==> config.mk <==
export PLATFORM = sky130hd
export DESIGN_NAME = pong_game_logic
export DESIGN_NICKNAME = d
export VERILOG_FILES = /design/src/rtl/pong_pkg.sv /design/src/rtl/pong_paddle.sv /design/src/rtl/pong_game_logic.sv
export SDC_FILE = /design/constraint.sdc
export NUM_CORES = 1
export LEC_CHECK = 0
export BUFFER_PORTS_ARGS = -buffer_cell sky130_fd_sc_hd__buf_4
export CAP_MARGIN = 10
export CORE_MARGIN = 2
export CORE_UTILIZATION = 30
export CTS_CLUSTER_DIAMETER = 80
export CTS_CLUSTER_SIZE = 28
export DETAILED_ROUTE_END_ITERATION = 10
export GPL_TIMING_DRIVEN = 0
export PLACE_DENSITY_LB_ADDON = 0.2
export SYNTH_ARGS = -nofsm -noshare
export SYNTH_HDL_FRONTEND = slang
export SYNTH_SLANG_ARGS = --single-unit
==> constraint.sdc <==
create_clock -name clk -period 3.6 [get_ports clk]
set_input_delay 0.72 -clock clk [delete_from_list [all_inputs] [get_ports clk]]
set_output_delay 0.72 -clock clk [all_outputs]
set_load 0.02 [all_outputs]
==> src/rtl/pong_pkg.sv <==
// Shared constants, FSM encoding and small helpers for the pong game-state engine.
package pong_pkg;

    localparam int H_ACTIVE     = 640;
    localparam int V_ACTIVE     = 480;
    localparam int PAD_W        = 10;
    localparam int PAD_H        = 80;
    localparam int BALL_SZ      = 10;
    localparam int P1_X         = 20;
    localparam int P2_X         = 610;
    localparam int PAD_SPEED    = 4;
    localparam int BALL_SPEED   = 2;
    localparam int SERVE_FRAMES = 60;
    localparam int WIN_SCORE    = 9;

    localparam int PAD_Y0  = (V_ACTIVE - PAD_H) / 2;
    localparam int BALL_X0 = (H_ACTIVE - BALL_SZ) / 2;
    localparam int BALL_Y0 = (V_ACTIVE - BALL_SZ) / 2;

    typedef enum logic [1:0] {
        ST_SERVE    = 2'd0,
        ST_PLAY     = 2'd1,
        ST_POINT    = 2'd2,
        ST_GAMEOVER = 2'd3
    } state_t;

    // dx: 1 = moving right, dy: 1 = moving down
    localparam logic DIR_FWD  = 1'b1;
    localparam logic DIR_BACK = 1'b0;

    function automatic logic [10:0] ext11(input logic [9:0] v);
        return {1'b0, v};
    endfunction

endpackage

==> src/rtl/pong_paddle.sv <==
// One paddle: saturating vertical motion on frame ticks, recentred on restart.
module pong_paddle
    import pong_pkg::*;
#(
    parameter int PAD_SPEED = 4,
    parameter int PAD_H     = 80,
    parameter int V_ACTIVE  = 480,
    parameter int Y0        = 200
) (
    input  logic       clk,
    input  logic       rst,
    input  logic       tick,
    input  logic       en,
    input  logic       center,
    input  logic       up,
    input  logic       dn,
    output logic [9:0] y
);

    localparam logic [10:0] SPD   = 11'(PAD_SPEED);
    localparam logic [10:0] Y_MAX = 11'(V_ACTIVE - PAD_H);

    logic [10:0] y_ext;
    logic [9:0]  y_next;

    always_comb begin
        y_ext  = ext11(y);
        y_next = y;
        if (up && !dn) begin
            y_next = (y_ext < SPD) ? 10'd0 : 10'(y_ext - SPD);
        end else if (dn && !up) begin
            y_next = (y_ext + SPD > Y_MAX) ? 10'(Y_MAX) : 10'(y_ext + SPD);
        end
    end

    always_ff @(posedge clk or negedge rst) begin
        if (!rst) begin
            y <= 10'(Y0);
        end else if (center) begin
            y <= 10'(Y0);
        end else if (tick && en) begin
            y <= y_next;
        end
    end

endmodule

==> src/rtl/pong_game_logic.sv <==
// Frame-rate pong engine: synchronises vsync and buttons, then steps paddles,
// ball, scores and the serve/play/point/game-over sequence once per frame.
module pong_game_logic
    import pong_pkg::*;
(
    input  logic       clk,
    input  logic       rst,
    input  logic       vsync,
    input  logic       p1_up,
    input  logic       p1_dn,
    input  logic       p2_up,
    input  logic       p2_dn,
    input  logic       start,
    output logic [9:0] x1,
    output logic [9:0] y1,
    output logic [9:0] x2,
    output logic [9:0] y2,
    output logic [9:0] xb,
    output logic [9:0] yb,
    output logic [3:0] score1,
    output logic [3:0] score2,
    output logic       game_over
);

    localparam logic [10:0] HA     = 11'(H_ACTIVE);
    localparam logic [10:0] VA     = 11'(V_ACTIVE);
    localparam logic [10:0] SZ     = 11'(BALL_SZ);
    localparam logic [10:0] SPD    = 11'(BALL_SPEED);
    localparam logic [10:0] PH     = 11'(PAD_H);
    localparam logic [10:0] L_FACE = 11'(P1_X + PAD_W);
    localparam logic [10:0] R_FACE = 11'(P2_X);
    localparam logic [5:0]  SERVE_LAST = 6'(SERVE_FRAMES - 1);
    localparam logic [3:0]  WIN    = 4'(WIN_SCORE);

    state_t      state, state_n;
    logic [1:0]  vs_sr;
    logic        vs_prev;
    logic [4:0]  btn_meta, btn_sync;
    logic        start_prev;
    logic        tick, start_rise, restart, pad_en;
    logic [5:0]  cnt;
    logic        dx, dy, dx_n, dy_n;
    logic [9:0]  xb_n, yb_n;
    logic [10:0] bx, by, py1, py2;
    logic        ov1, ov2, left_miss, right_miss, win;

    // vsync idles high, so its synchroniser resets high to avoid a false tick
    always_ff @(posedge clk or negedge rst) begin
        if (!rst) begin
            vs_sr      <= 2'b11;
            vs_prev    <= 1'b1;
            btn_meta   <= '0;
            btn_sync   <= '0;
            start_prev <= 1'b0;
        end else begin
            vs_sr      <= {vs_sr[0], vsync};
            vs_prev    <= vs_sr[1];
            btn_meta   <= {start, p2_dn, p2_up, p1_dn, p1_up};
            btn_sync   <= btn_meta;
            start_prev <= btn_sync[4];
        end
    end

    assign tick       = vs_prev && !vs_sr[1];
    assign start_rise = btn_sync[4] && !start_prev;
    assign restart    = (state == ST_GAMEOVER) && start_rise;
    assign pad_en     = (state == ST_SERVE) || (state == ST_PLAY);
    assign x1         = 10'(P1_X);
    assign x2         = 10'(P2_X);

    pong_paddle #(.PAD_SPEED(PAD_SPEED), .PAD_H(PAD_H), .V_ACTIVE(V_ACTIVE), .Y0(PAD_Y0)) u_pad1 (
        .clk(clk), .rst(rst), .tick(tick), .en(pad_en), .center(restart),
        .up(btn_sync[0]), .dn(btn_sync[1]), .y(y1)
    );

    pong_paddle #(.PAD_SPEED(PAD_SPEED), .PAD_H(PAD_H), .V_ACTIVE(V_ACTIVE), .Y0(PAD_Y0)) u_pad2 (
        .clk(clk), .rst(rst), .tick(tick), .en(pad_en), .center(restart),
        .up(btn_sync[2]), .dn(btn_sync[3]), .y(y2)
    );

    // Ball step for a PLAY tick; collisions use the paddle positions before the tick
    always_comb begin
        bx  = ext11(xb);
        by  = ext11(yb);
        py1 = ext11(y1);
        py2 = ext11(y2);
        ov1 = (by + SZ > py1) && (by < py1 + PH);
        ov2 = (by + SZ > py2) && (by < py2 + PH);

        yb_n = yb;
        dy_n = dy;
        if (dy == DIR_BACK) begin
            if (by < SPD) begin
                yb_n = 10'd0;
                dy_n = DIR_FWD;
            end else begin
                yb_n = 10'(by - SPD);
            end
        end else if (by + SZ + SPD > VA) begin
            yb_n = 10'(VA - SZ);
            dy_n = DIR_BACK;
        end else begin
            yb_n = 10'(by + SPD);
        end

        xb_n       = xb;
        dx_n       = dx;
        left_miss  = 1'b0;
        right_miss = 1'b0;
        if (dx == DIR_BACK) begin
            if (bx < SPD) begin
                xb_n      = 10'd0;
                left_miss = 1'b1;
            end else if (bx >= L_FACE && bx - SPD <= L_FACE && ov1) begin
                xb_n = 10'(L_FACE);
                dx_n = DIR_FWD;
            end else begin
                xb_n = 10'(bx - SPD);
            end
        end else begin
            if (bx + SZ + SPD > HA) begin
                xb_n       = 10'(HA - SZ);
                right_miss = 1'b1;
            end else if (bx + SZ <= R_FACE && bx + SZ + SPD >= R_FACE && ov2) begin
                xb_n = 10'(R_FACE - SZ);
                dx_n = DIR_BACK;
            end else begin
                xb_n = 10'(bx + SPD);
            end
        end
    end

    // After a miss dx already points at the loser, so it also names the scorer
    assign win = (dx == DIR_FWD) ? (score1 == WIN) : (score2 == WIN);

    always_ff @(posedge clk or negedge rst) begin
        if (!rst) begin
            state <= ST_SERVE;
        end else begin
            state <= state_n;
        end
    end

    always_comb begin
        state_n = state;
        case (state)
            ST_SERVE:    if (tick && cnt == SERVE_LAST) state_n = ST_PLAY;
            ST_PLAY:     if (tick && (left_miss || right_miss)) state_n = ST_POINT;
            ST_POINT:    if (tick) state_n = win ? ST_GAMEOVER : ST_SERVE;
            ST_GAMEOVER: if (start_rise) state_n = ST_SERVE;
            default:     state_n = ST_SERVE;
        endcase
    end

    always_comb begin
        game_over = (state == ST_GAMEOVER);
    end

    always_ff @(posedge clk or negedge rst) begin
        if (!rst) begin
            xb     <= 10'(BALL_X0);
            yb     <= 10'(BALL_Y0);
            dx     <= DIR_FWD;
            dy     <= DIR_FWD;
            cnt    <= '0;
            score1 <= '0;
            score2 <= '0;
        end else if (restart) begin
            xb     <= 10'(BALL_X0);
            yb     <= 10'(BALL_Y0);
            dx     <= DIR_FWD;
            dy     <= DIR_FWD;
            cnt    <= '0;
            score1 <= '0;
            score2 <= '0;
        end else if (tick) begin
            case (state)
                ST_SERVE: cnt <= (cnt == SERVE_LAST) ? 6'd0 : cnt + 6'd1;
                ST_PLAY: begin
                    xb <= xb_n;
                    yb <= yb_n;
                    dx <= dx_n;
                    dy <= dy_n;
                    if (left_miss)  score2 <= score2 + 4'd1;
                    if (right_miss) score1 <= score1 + 4'd1;
                end
                ST_POINT: begin
                    if (!win) begin
                        cnt <= '0;
                        xb  <= 10'(BALL_X0);
                        yb  <= 10'(BALL_Y0);
                    end
                end
                default: ;
            endcase
        end
    end

endmodule

==> impl_results.md, run 1 <==
* RD Place Congestion at 0.8865
* Pre-CTS setup slack at -0.2494 ns
* Number of synthesized register bits at 68
* CTS Hold Bufs at 0
* Max transition margin at 0.4013
* DRT met1 WL at 9.865 mm
* Vias post-DR at 6361
* Seq/Total Area, Yosys at 0.2603
* Power density over the cells at 626.5 nW/um2
* NetSw at 2.363 mW
* Clock group share of total power at 0.173
* Count of cell types in the netlist at 95
* CTS Buffer Depth at 2
* Lkg Pwr at 3.404 nW
* Final Hold Fails at 0
* Die Y at about 150 um
* Setup slack after layout at 0.1478 ns
* Worst hold path startpoint: btn_meta[0]$_DFF_PN0_
* Vias in the first global route at 5976
* Worst-path fanout max at 10
* Die width at 152.9 um
* Layout cells sized above 1 at 0.2178
* Outcome: finished, final reports clean
* Most frequent cells in the layout: buf_4, nand2_1, o21ai_0
* Clock transition at the registers of the reported paths at 0.06 ns
* Diodes inserted at 0
* Worst Setup SP: yb[6]$_DFFE_PN1P_
* Largest net degree at the start of global routing at 69
* # rows at 54
* Met3 WL at 896 um
* Tightest Pin Transition at 0.8980 ns
* Avg Inst Size Synth at 8.249 um2
* CTS tree: yes
* Drt first pass iters at 5
* # placed instances at 1160
* Total GRT Usage at 0.1712
* Gate Count Post-Synth at 806
* Yosys Warn Count at 0
* Worst EP required at around 3.8 ns
* Mux cell area share after synthesis at 0.009785
* DR iter-0 viols at 462
* CP Class: flop to flop
* Post-synth top flop: dfrtp_1
* Clock Sinks at between 60 and 70
* Setup Skew at 0.009734 ns
* Largest family of logic cells by synthesized area: compound AO/OA/AOI/OAI gates
* Clock Latency Late Sink at 0.35 ns
* Top sig layer: met4
* Num CTS Buffers at 9
* Placed Area at 7472 um2
* EDFF count, synth at 0
* Logic pwr share at 0.581
* Vias/cell at 5.391
* Reg2Reg Launch Point: yb[6]$_DFFE_PN1P_
* Endpoints failing setup at 0
* GRT overflow at 0
* Layout area overhead at 19.21%
* Synth Area in Adders at 0.1020
* Finished Layout Cells at 1180
* Class of the worst hold path: flop to flop
* Crit path DAT at 3.68 ns
* Peak VDD IR at 238.5 uV
* Nets@finish at 956
* DP Wirelength at 15.17 mm
* Syn Std Cell Area at between 6000 and 7000 um2
* Fill cells at between 2000 and 2500
* First-pass GRT wire length at 32.56 mm
* Design Area, Final at 7926 um2
* Core area at 21760 um2
* Commonest non-fill, non-tap cell in the layout: buf_4
* Seq. cell area at 1732 um2
* Synth Area in Compound Gates at 0.2659
* Internal at 2.603 mW
* FMAX at between 200 and 300 MHz
* # DRC at 0
* Max-Cap Viols at 0
* Initial antenna violation count at 0
* Asr flop ratio synth at 1.000
* Final Critical Period at 3.452 ns
* CTS Root Buffer Type: clkbuf_16
* Footprint of the multi-input gates at 4552 um2
* Switching share of total power at 0.4759
* Final worst path period share at 0.9590
* Routed WL per cell at 17.11 um
* Simple-gate portion of the synthesized area at 0.2140
* # IOs at 77
* Post-route ant nets at 0
* Register share of total power at 0.246
* RSZ-0062 raised after global routing: yes
* Initial core utilization at 0.3056
* WL met2 at just over 9 mm
* H-tree Lvls at 3
* Post-Synth XOR/XNOR Area at 0.06304
* CP endpoint kind: flop
* Critical path launch point type: flop
* Port bufs at 52
* Slew Limit Fails at 0
* Die ar. at 23370 um2
* Setup TNS at 0 ns
* Wirelength, routed at 20.20 mm
cell families after synthesis:
group	after synthesis
muxes	6
DFF	68
other	2
and+or+nand+nor	268
AOI/OAI and AO/OA	253
xor gates and xnor gates	47
buffers and inverters	109
adders and majority gates	53
Yosys cell counts (4+ instances only):
cell / count / share of area
a211oi_1: 10 / 0.011
a21boi_0: 4 / 0.0045
a21o_1: 10 / 0.011
a21oi_1: 51 / 0.038
a22oi_1: 6 / 0.0068
a311oi_1: 5 / 0.0066
a31oi_1: 11 / 0.010
a32o_1: 4 / 0.0060
and2_1: 7 / 0.0066
and3_1: 12 / 0.011
buf_2: 11 / 0.0083
buf_4: 28 / 0.032
buf_6: 4 / 0.0068
clkbuf_1: 24 / 0.014
dfrtp_1: 45 / 0.17
dfstp_2: 23 / 0.091
ha_1: 51 / 0.096
inv_1: 40 / 0.023
mux2_2: 4 / 0.0068
nand2_1: 58 / 0.033
nand2b_1: 19 / 0.018
nand3_1: 32 / 0.024
nand3b_1: 5 / 0.0056
nand4_1: 10 / 0.0094
nor2_1: 53 / 0.030
nor2b_1: 10 / 0.0094
nor3_1: 22 / 0.017
nor4_1: 9 / 0.0085
o211ai_1: 10 / 0.011
o21a_1: 6 / 0.0068
o21ai_0: 59 / 0.044
o21ai_1: 5 / 0.0038
o22ai_1: 5 / 0.0047
o31ai_1: 7 / 0.0079
o32ai_1: 4 / 0.0053
xnor2_1: 30 / 0.040
xor2_1: 16 / 0.021
worst paths after layout:
path	to	slack [ns]	cells past startpoint
max	xb[2]$_DFFE_PN0P_	0.15	14
min	btn_sync[0]$_DFF_PN0_	0.35	0
max reg2reg	xb[2]$_DFFE_PN0P_	0.15	14
min reg2reg	btn_sync[0]$_DFF_PN0_	0.35	0
max in group asynchronous	yb[2]$_DFFE_PN0P_	2.49	1
min in group asynchronous	u_pad2.y[4]$_DFFE_PN0P_	0.49	1
flip-flops by register name, summed over array words and instances, names as in the netlist, 2 cells and up:
name / flops
xb: 10
u_pad1.y: 8
yb: 10
score2: 4
score1: 4
btn_sync: 5
state: 2
cnt: 6
btn_meta: 5
u_pad2.y: 8
vs_sr: 2
layer usage:
metal,GRT usage,vias up
met1,0.2496,3052
met3,0.02750,23
met4,0.04453,0
li1,-,3103
met2,0.2629,183
met5,0,-
power by group through the flow:
stage,clock (mW),combinational [mW],sequential (mW)
after floorplan,0,1.95,1.28
after global placement,0,2.79,1.23
after detailed placement,0,2.77,1.22
after CTS,0.887,2.80,1.21
after global routing,0.926,3.21,1.25
final,0.860,2.88,1.22
through the flow:
step           utilization  hold slack (ns)  total power [mW]
2_1_floorplan            -           0.3312             3.229
3_3_place_gp        0.3435           0.3322             4.011
3_5_place_dp        0.3435           0.3347             3.998
4_1_cts             0.3578           0.3492             4.900
5_1_grt             0.3643           0.3534             5.391
6_report            0.3643           0.3467             4.966
layout make-up:
type	instances	area share
multi-input combinational	651	0.5743
sequential	68	0.2185
timing repair buffer	58	0.05651
buffer	65	0.05099
tap	280	0.04420
clock buffer	9	0.02841
inverter	42	0.01989
clock inverter	7	0.007261
critical path, stage by stage, from the launching register on:
cell,delay (ns)
dfstp_2,0.63
clkbuf_2,0.29
nand2_1,0.17
nor2_2,0.16
xor2_2,0.24
ha_1,0.29
nand4_1,0.15
nor4_1,0.07
a31oi_1,0.24
a21oi_2,0.11
nor4_2,0.32
and2_4,0.19
buf_6,0.15
o21bai_1,0.07
a32o_1,0.25
timing repair:
| item | in CTS | in global routing |
|---|---|---|
| endpoints found under the setup margin | 15 | 22 |
| pin swaps | 2 | 2 |
| cloned | 0 | 0 |
| resized for setup | 5 | 25 |
| buffers inserted | 2 | 4 |
Power figures use the tool's default switching activity.
==> run 2, diff against run 1 <==
--- a/config.mk
+++ b/config.mk
@@ -14,6 +14,8 @@
 export DETAILED_ROUTE_END_ITERATION = 10
 export GPL_TIMING_DRIVEN = 0
 export PLACE_DENSITY_LB_ADDON = 0.2
+export RECOVER_POWER = 50
 export SYNTH_ARGS = -nofsm -noshare
 export SYNTH_HDL_FRONTEND = slang
+export SYNTH_HIERARCHICAL = 1
 export SYNTH_SLANG_ARGS = --single-unit
==> run 2 against run 1 <==
Net effect:
- the flow now finishes with violations (max-capacitance violations, max-slew violations)
- synthesized area increased by 7.3%
- register-to-register slack got worse by 0.08 ns
- combinational power shrank 41%
- worst setup slack worse by 0.083 ns
- worst hold slack worse by 0.0054 ns
- largest power group unchanged
==> impl_results.md, run 2 <==
* Total GRT Usage at 0.1784 (was 0.1712)
* First-pass GRT wire length at 35.36 mm (was 32.56 mm)
* Initial core utilization at 0.3049 (was 0.3056)
* Top post-synthesis cells by area: dfrtp_1, ha_1, dfstp_2, o21ai_0, xnor2_1 (unchanged)
* Largest net degree at the start of global routing at 69 (unchanged)
* Top Family by Delay on Critical Path: compound AO/OA/AOI/OAI gates (was simple AND/OR/NAND/NOR gates)
* Max-Cap Viols at 1 (was 0)
* Most frequent cell after synthesis: nand2_1 (was o21ai_0)
* Failing checks: max-capacitance violations, max-slew violations
* Critical path launch point type: flop (unchanged)
* Crit path DAT at 3.80 ns (was 3.68 ns)
* Avg Inst Size Synth at 8.043 um2 (was 8.249 um2)
* CTS Hold Bufs at 0 (unchanged)
* Class of the worst hold path: flop to flop (unchanged)
* Setup Skew at 0.006147 ns (was 0.009734 ns)
* CP Class: flop to flop (unchanged)
* CTS Buffer Depth at 2 (unchanged)
* GRT overflow at 0 (unchanged)
* Gate Count Post-Synth at 887 (was 806)
* Power density over the cells at 442.2 nW/um2 (was 626.5 nW/um2)
* Clock transition at the registers of the reported paths at 0.06 ns (about the same)
* Drt first pass iters at 5 (unchanged)
* Vias/cell at 5.434 (was 5.391)
* EDFF count, synth at 0 (unchanged)
* Buf/Inv on CP at 2 (unchanged)
* Seq. cell area at 1738 um2 (was 1732 um2)
* Worst EP required at 3.86 ns (was 3.83 ns)
* H-tree Lvls at 3 (unchanged)
* FMAX at 282.9 MHz (was 289.7 MHz)
* RSZ-0062 raised after global routing: yes (unchanged)
* Syn Std Cell Area at 7134 um2 (was 6649 um2)
* Final Critical Period at 3.535 ns (was 3.452 ns)
* DR iter-0 viols at 617 (was 462)
* Critical Path Max Stage Delay at 0.55 ns (was 0.63 ns)
* Nets@finish at 1049 (was 956)
* Endpoints failing setup at 0 (unchanged)
* Die ar. at 25030 um2 (was 23370 um2)
* Slew Limit Fails at 69 (was 0)
* Post-synth top flop: dfrtp_1 (unchanged)
* Clock Sinks at 68 (unchanged)
* Most frequent cells in the layout: buf_4, nand2_1, o21ai_0 (unchanged)
* Layout cells sized above 1 at 0.2099 (was 0.2178)
* Tightest Pin Transition at 1.780 ns (was 0.8980 ns)
* Count of cell types in the netlist at 83 (was 95)
* Vias in the first global route at 6527 (was 5976)
* Core area at 23400 um2 (was 21760 um2)
* Placed Area at 8014 um2 (was 7472 um2)
* Final Hold Fails at 0 (unchanged)
* Port bufs at 52 (unchanged)
* Clock Latency Late Sink at 0.35 ns (about the same)
* DP Wirelength at 16.20 mm (was 15.17 mm)
* Peak VDD IR at 239.2 uV (was 238.5 uV)
* # rows at 56 (was 54)
* Diodes inserted at 0 (unchanged)
* RD Place Congestion at 0.9025 (was 0.8865)
* Die width at 158.2 um (was 152.9 um)
* Number of synthesized register bits at 68 (unchanged)
* CP cell instances: buf_4, ha_1, buf_6, xnor2_4, nand2_1, or4b_4, a211o_1, or3_4, a211o_4, o41a_1, o21ai_0 (was clkbuf_2, nand2_1, nor2_2, xor2_2, ha_1, nand4_1, nor4_1, a31oi_1, a21oi_2, nor4_2, and2_4, buf_6, o21bai_1, a32o_1)
* Slowest-stage cell, CP: dfstp_2 (unchanged)
* Initial antenna violation count at 0 (unchanged)
* Die Y at 158.2 um (was 152.9 um)
* Max transition margin at -0.1868 (was 0.4013)
* Wirelength, routed at 22.11 mm (was 20.20 mm)
* # IOs at 77 (unchanged)
* List of most frequent post-synthesis cells: nand2_1, o21ai_0, ha_1, inv_1, nor2_1 (was o21ai_0, nand2_1, nor2_1, a21oi_1, ha_1)
* # DRC at 0 (unchanged)
* Design Power at 3.842 mW (was 4.966 mW)
* Design Area, Final at 8688 um2 (was 7926 um2)
* Routed WL per cell at 16.88 um (was 17.11 um)
* CTS tree: yes (unchanged)
* Num CTS Buffers at 9 (unchanged)
* Layout area overhead at 21.78% (was 19.21%)
* Outcome: finished, violations left (was finished, final reports clean)
* Fill cells at 2447 (was 2317)
* Lkg Pwr at 3.681 nW (was 3.404 nW)
* Footprint of the multi-input gates at 5089 um2 (was 4552 um2)
* Asr flop ratio synth at 1.000 (unchanged)
* Commonest non-fill, non-tap cell in the layout: buf_4 (unchanged)
* Seq/Total Area, Yosys at 0.2425 (was 0.2603)
* Top cell type's share of synthesized area at 0.1578 (was 0.1694)
* Worst-path fanout max at 10 (unchanged)
* Yosys Warn Count at 6 (was 0)
* Largest registers: xb x10, yb x10 (unchanged)
* Final worst path period share at 0.9821 (was 0.9590)
* CP endpoint kind: flop (unchanged)
* CTS Root Buffer Type: clkbuf_16 (unchanged)
* Leading area contributor after synthesis: dfrtp_1 (unchanged)
* Vias post-DR at 7118 (was 6361)
* Post-route ant nets at 0 (unchanged)
==> run 2: per-layer routing <==
| layer | up-vias | GRT usage | part of all wire |
|---|---|---|---|
| met4 | 0 | 0.03689 | 0.0097 |
| met5 | - | 0 | 0 |
| met2 | 246 | 0.2718 | 0.45 |
| li1 | 3453 | - | - |
| met1 | 3401 | 0.2633 | 0.49 |
| met3 | 18 | 0.03039 | 0.056 |
==> run 2: cell families after synthesis <==
family | count (synthesis) | synth area share
AOI/OAI and AO/OA | 273 | 0.2701
xor gates and xnor gates | 44 | 0.05507
adders and majority gates | 55 | 0.09646
buffers and inverters | 122 | 0.08137
DFF | 68 | 0.2425
muxes | 14 | 0.01964
other | 4 | 0.002104
and+or+nand+nor | 307 | 0.2327
==> run 2: through the flow <==
step	utilization	hold WS [ns]	worst slack (ns)	cells	TNS (ns)
floorplan	-	0.3312	0.005916	907	0
global placement	0.3422	0.3320	-1.218	1278	-13.78
detailed placement	0.3424	0.3362	-1.055	1279	-10.56
CTS	0.3640	0.3424	0.002072	1300	0
global route	0.3713	0.3443	-0.05598	1310	-0.2093
finish	0.3713	0.3413	0.06458	1310	0
==> run 2: final cells by class <==
cell class	instances	area share
buffer	65	0.04695
clock buffer	12	0.02837
clock inverter	4	0.008497
inverter	53	0.02405
multi-input combinational	717	0.5857
sequential	68	0.2000
tap	319	0.04594
timing repair buffer	72	0.06048
==> run 2: path summary, 6_finish.rpt <==
check / start / to / slack, ns / depth (start not counted)
max reg2reg: xb[1]$_DFFE_PN1P_ / xb[7]$_DFFE_PN0P_ / 0.06 / 11
min: btn_meta[4]$_DFF_PN0_ / btn_sync[4]$_DFF_PN0_ / 0.34 / 0
min in group asynchronous: rst / u_pad1/y[2]$_DFFE_PN0P_ / 0.85 / 1
min reg2reg: btn_meta[4]$_DFF_PN0_ / btn_sync[4]$_DFF_PN0_ / 0.34 / 0
max in group asynchronous: rst / yb[2]$_DFFE_PN0P_ / 1.56 / 1
max: xb[1]$_DFFE_PN1P_ / xb[7]$_DFFE_PN0P_ / 0.06 / 11
==> run 2: what timing repair did <==
action,4_1_cts,5_1_grt
pin swaps,3,13
resized for setup,33,27
setup endpoints to repair,14,14
buffers inserted,7,12
==> run 2: report_power, final <==
part	internal, mW	switching (mW)
combinational	0.694	1.02
sequential	0.907	0.236
clock	0.626	0.360
==> run 3, diff against run 2 <==
--- a/config.mk
+++ b/config.mk
@@ -15,6 +15,7 @@
 export GPL_TIMING_DRIVEN = 0
 export PLACE_DENSITY_LB_ADDON = 0.2
 export RECOVER_POWER = 50
+export REMOVE_ABC_BUFFERS = 1
 export SYNTH_ARGS = -nofsm -noshare
 export SYNTH_HDL_FRONTEND = slang
 export SYNTH_HIERARCHICAL = 1
==> run 3 against run 2 <==
Net effect:
- the run still ends with max-capacitance violations, max-slew violations left
- sequential cell count is the same
- worst hold slack gained 0.0059 ns
- clock-buffer cell count is 2 lower
- register-to-register slack better by 0.06 ns
- critical path type unchanged
==> impl_results.md, run 3 (synthesized netlist as in run 2, its figures left out) <==
* Initial core utilization at 0.3049 (unchanged)
* Post-route ant nets at 0 (unchanged)
* Nets@finish at 981 (was 1049)
* Slew Limit Fails at 69 (unchanged)
* Clock Latency Late Sink at 0.34 ns (was 0.35 ns)
* Peak VDD IR at 200.0 uV (was 239.2 uV)
* Slowest-stage cell, CP: dfstp_2 (unchanged)
* Clock transition at the registers of the reported paths at 0.06 ns (about the same)
* CP Class: flop to flop (unchanged)
* DR iter-0 viols at 468 (was 617)
* Initial antenna violation count at 0 (unchanged)
* H-tree Lvls at 3 (unchanged)
* Layout area overhead at 16.94% (was 21.78%)
* Tightest Pin Transition at 1.855 ns (was 1.780 ns)
* DP Wirelength at 14.74 mm (was 16.20 mm)
* Register share of total power at 0.340 (was 0.297)
* Die Y at 158.2 um (unchanged)
* Largest registers: xb x10, yb x10 (unchanged)
* # IOs at 77 (unchanged)
* Final Critical Period at 3.479 ns (was 3.535 ns)
* FMAX at 287.5 MHz (was 282.9 MHz)
* Top Family by Delay on Critical Path: compound AO/OA/AOI/OAI gates (unchanged)
* Crit path capture: xb[7]$_DFFE_PN0P_ (unchanged)
* Critical Path Max Stage Delay at 0.58 ns (was 0.55 ns)
* Clock group share of total power at 0.277 (was 0.257)
* R2R cell count at 10 (was 11)
* Buf/Inv on CP at 1 (was 2)
* Drt first pass iters at 5 (unchanged)
* NetSw at 1.555 mW (was 1.614 mW)
* Die width at 158.2 um (unchanged)
* Reg-to-reg critical path endpoint: xb[7]$_DFFE_PN0P_ (unchanged)
* Switching share of total power at 0.4105 (was 0.4201)
* CTS Root Buffer Type: clkbuf_16 (unchanged)
* Die ar. at 25030 um2 (unchanged)
* Final worst path period share at 0.9663 (was 0.9821)
* Vias in the first global route at 6204 (was 6527)
* First-pass GRT wire length at 33.93 mm (was 35.36 mm)
* Power density over the cells at 454.1 nW/um2 (was 442.2 nW/um2)
* Max transition margin at -0.2368 (was -0.1868)
* CTS tree: yes (unchanged)
* Lkg Pwr at 3.458 nW (was 3.681 nW)
* Commonest non-fill, non-tap cell in the layout: nand2_1 (was buf_4)
* RD Place Congestion at 0.8208 (was 0.9025)
* Port bufs at 52 (unchanged)
* CTS Buffer Depth at 2 (unchanged)
* Diodes inserted at 0 (unchanged)
* Max-Cap Viols at 1 (unchanged)
* Final Hold Fails at 0 (unchanged)
* Vias post-DR at 6747 (was 7118)
* Design Power at 3.788 mW (was 3.842 mW)
* Largest net degree at the start of global routing at 69 (unchanged)
* # DRC at 0 (unchanged)
* CP cell instances: inv_1, ha_4, nor2b_1, o31ai_2, or4b_1, a211o_1, or3_4, a211o_4, o41a_1, o21ai_1 (was buf_4, ha_1, buf_6, xnor2_4, nand2_1, or4b_4, a211o_1, or3_4, a211o_4, o41a_1, o21ai_0)
* Logic pwr share at 0.382 (was 0.446)
* Num CTS Buffers at 9 (unchanged)
* Total GRT Usage at 0.1699 (was 0.1784)
* Layout cells sized above 1 at 0.1809 (was 0.2099)
* Routed WL per cell at 16.85 um (was 16.88 um)
* Clock Sinks at 68 (unchanged)
* # rows at 56 (unchanged)
* Vias/cell at 5.432 (was 5.434)
* Class of the worst hold path: flop to flop (unchanged)
* Core Util, Final at 0.3565 (was 0.3713)
* Crit path DAT at 3.75 ns (was 3.80 ns)
* Endpoints failing setup at 0 (unchanged)
* GRT overflow at 0 (unchanged)
* Core area at 23400 um2 (unchanged)
* Flop-to-flop setup slack at 0.12 ns (was 0.06 ns)
* Wirelength, routed at 20.92 mm (was 22.11 mm)
* Reg2Reg Launch Point: xb[1]$_DFFE_PN1P_ (unchanged)
* Internal at 2.233 mW (was 2.228 mW)
* Stages on worst setup path at 10 (was 11)
* Worst-path fanout max at 7 (was 10)
* Outcome: finished, violations left (unchanged)
* Most frequent cells in the layout: nand2_1, o21ai_0, buf_4 (was buf_4, nand2_1, o21ai_0)
* CP endpoint kind: flop (unchanged)
* Setup Skew at 0.005960 ns (was 0.006147 ns)
* Failing checks: max-capacitance violations, max-slew violations (unchanged)
* Critical path launch point type: flop (unchanged)
* Fill cells at 2470 (was 2447)
* Worst EP required at 3.87 ns (was 3.86 ns)
* Worst Setup SP: xb[1]$_DFFE_PN1P_ (unchanged)
run 3: worst min-delay path by stage:
stage	start	cells after the start	end	slack [ns]
2_1_floorplan	btn_meta[0]$_DFF_PN0_	0	btn_sync[0]$_DFF_PN0_	0.33
3_3_place_gp	btn_meta[4]$_DFF_PN0_	0	btn_sync[4]$_DFF_PN0_	0.34
3_5_place_dp	btn_meta[4]$_DFF_PN0_	0	btn_sync[4]$_DFF_PN0_	0.33
4_1_cts	btn_meta[4]$_DFF_PN0_	0	btn_sync[4]$_DFF_PN0_	0.35
5_1_grt	btn_meta[4]$_DFF_PN0_	0	btn_sync[4]$_DFF_PN0_	0.35
6_report	btn_meta[4]$_DFF_PN0_	0	btn_sync[4]$_DFF_PN0_	0.35
run 3: metrics by stage:
stage	cells	setup TNS (ns)	hold slack (ns)	instance area, um2	setup slack (ns)
finish	1242	0	0.3473	8343	0.1212
global route	1242	-0.006844	0.3537	8343	-0.006844
CTS	1229	0	0.3490	8152	0.01511
detailed placement	1209	-13.92	0.3347	7622	-1.199
global placement	1209	-14.67	0.3358	7617	-1.274
floorplan	838	-0.05730	0.3312	6828	-0.05730
run 3: repair_timing:
| item | in CTS | in global routing |
|---|---|---|
| gates cloned | 1 | 0 |
| hold buffers | 0 | 0 |
| gates resized for setup | 30 | 20 |
| setup buffers | 3 | 13 |
| endpoints found under the setup margin | 17 | 18 |
| pin swaps | 3 | 8 |
run 3: final cells by class:
cell class | count | area (um2) | share of cell area
Inverter | 53 | 200.2 | 0.02400
Sequential cell | 68 | 1750 | 0.2098
Timing Repair Buffer | 68 | 494.2 | 0.05924
Tap cell | 319 | 399.1 | 0.04784
Clock inverter | 6 | 111.4 | 0.01335
Clock buffer | 10 | 239.0 | 0.02864
Multi-Input combinational cell | 718 | 5149 | 0.6171
run 3: layer usage:
metal | up-vias | share of wire | GRT usage
li1 | 3312 | - | -
met1 | 3206 | 0.48 | 0.2384
met2 | 203 | 0.45 | 0.2708
met3 | 26 | 0.049 | 0.02874
met4 | 0 | 0.015 | 0.04204
met5 | - | 0 | 0
run 3: power groups by stage:
| stage | combinational (mW) | sequential [mW] | clock (mW) |
|---|---|---|---|
| 2_1_floorplan | 0.957 | 1.27 | 0 |
| 3_3_place_gp | 1.40 | 1.30 | 0 |
| 3_5_place_dp | 1.41 | 1.30 | 0 |
| 4_1_cts | 1.43 | 1.29 | 1.09 |
| 5_1_grt | 1.64 | 1.33 | 1.12 |
| 6_report | 1.45 | 1.29 | 1.05 |
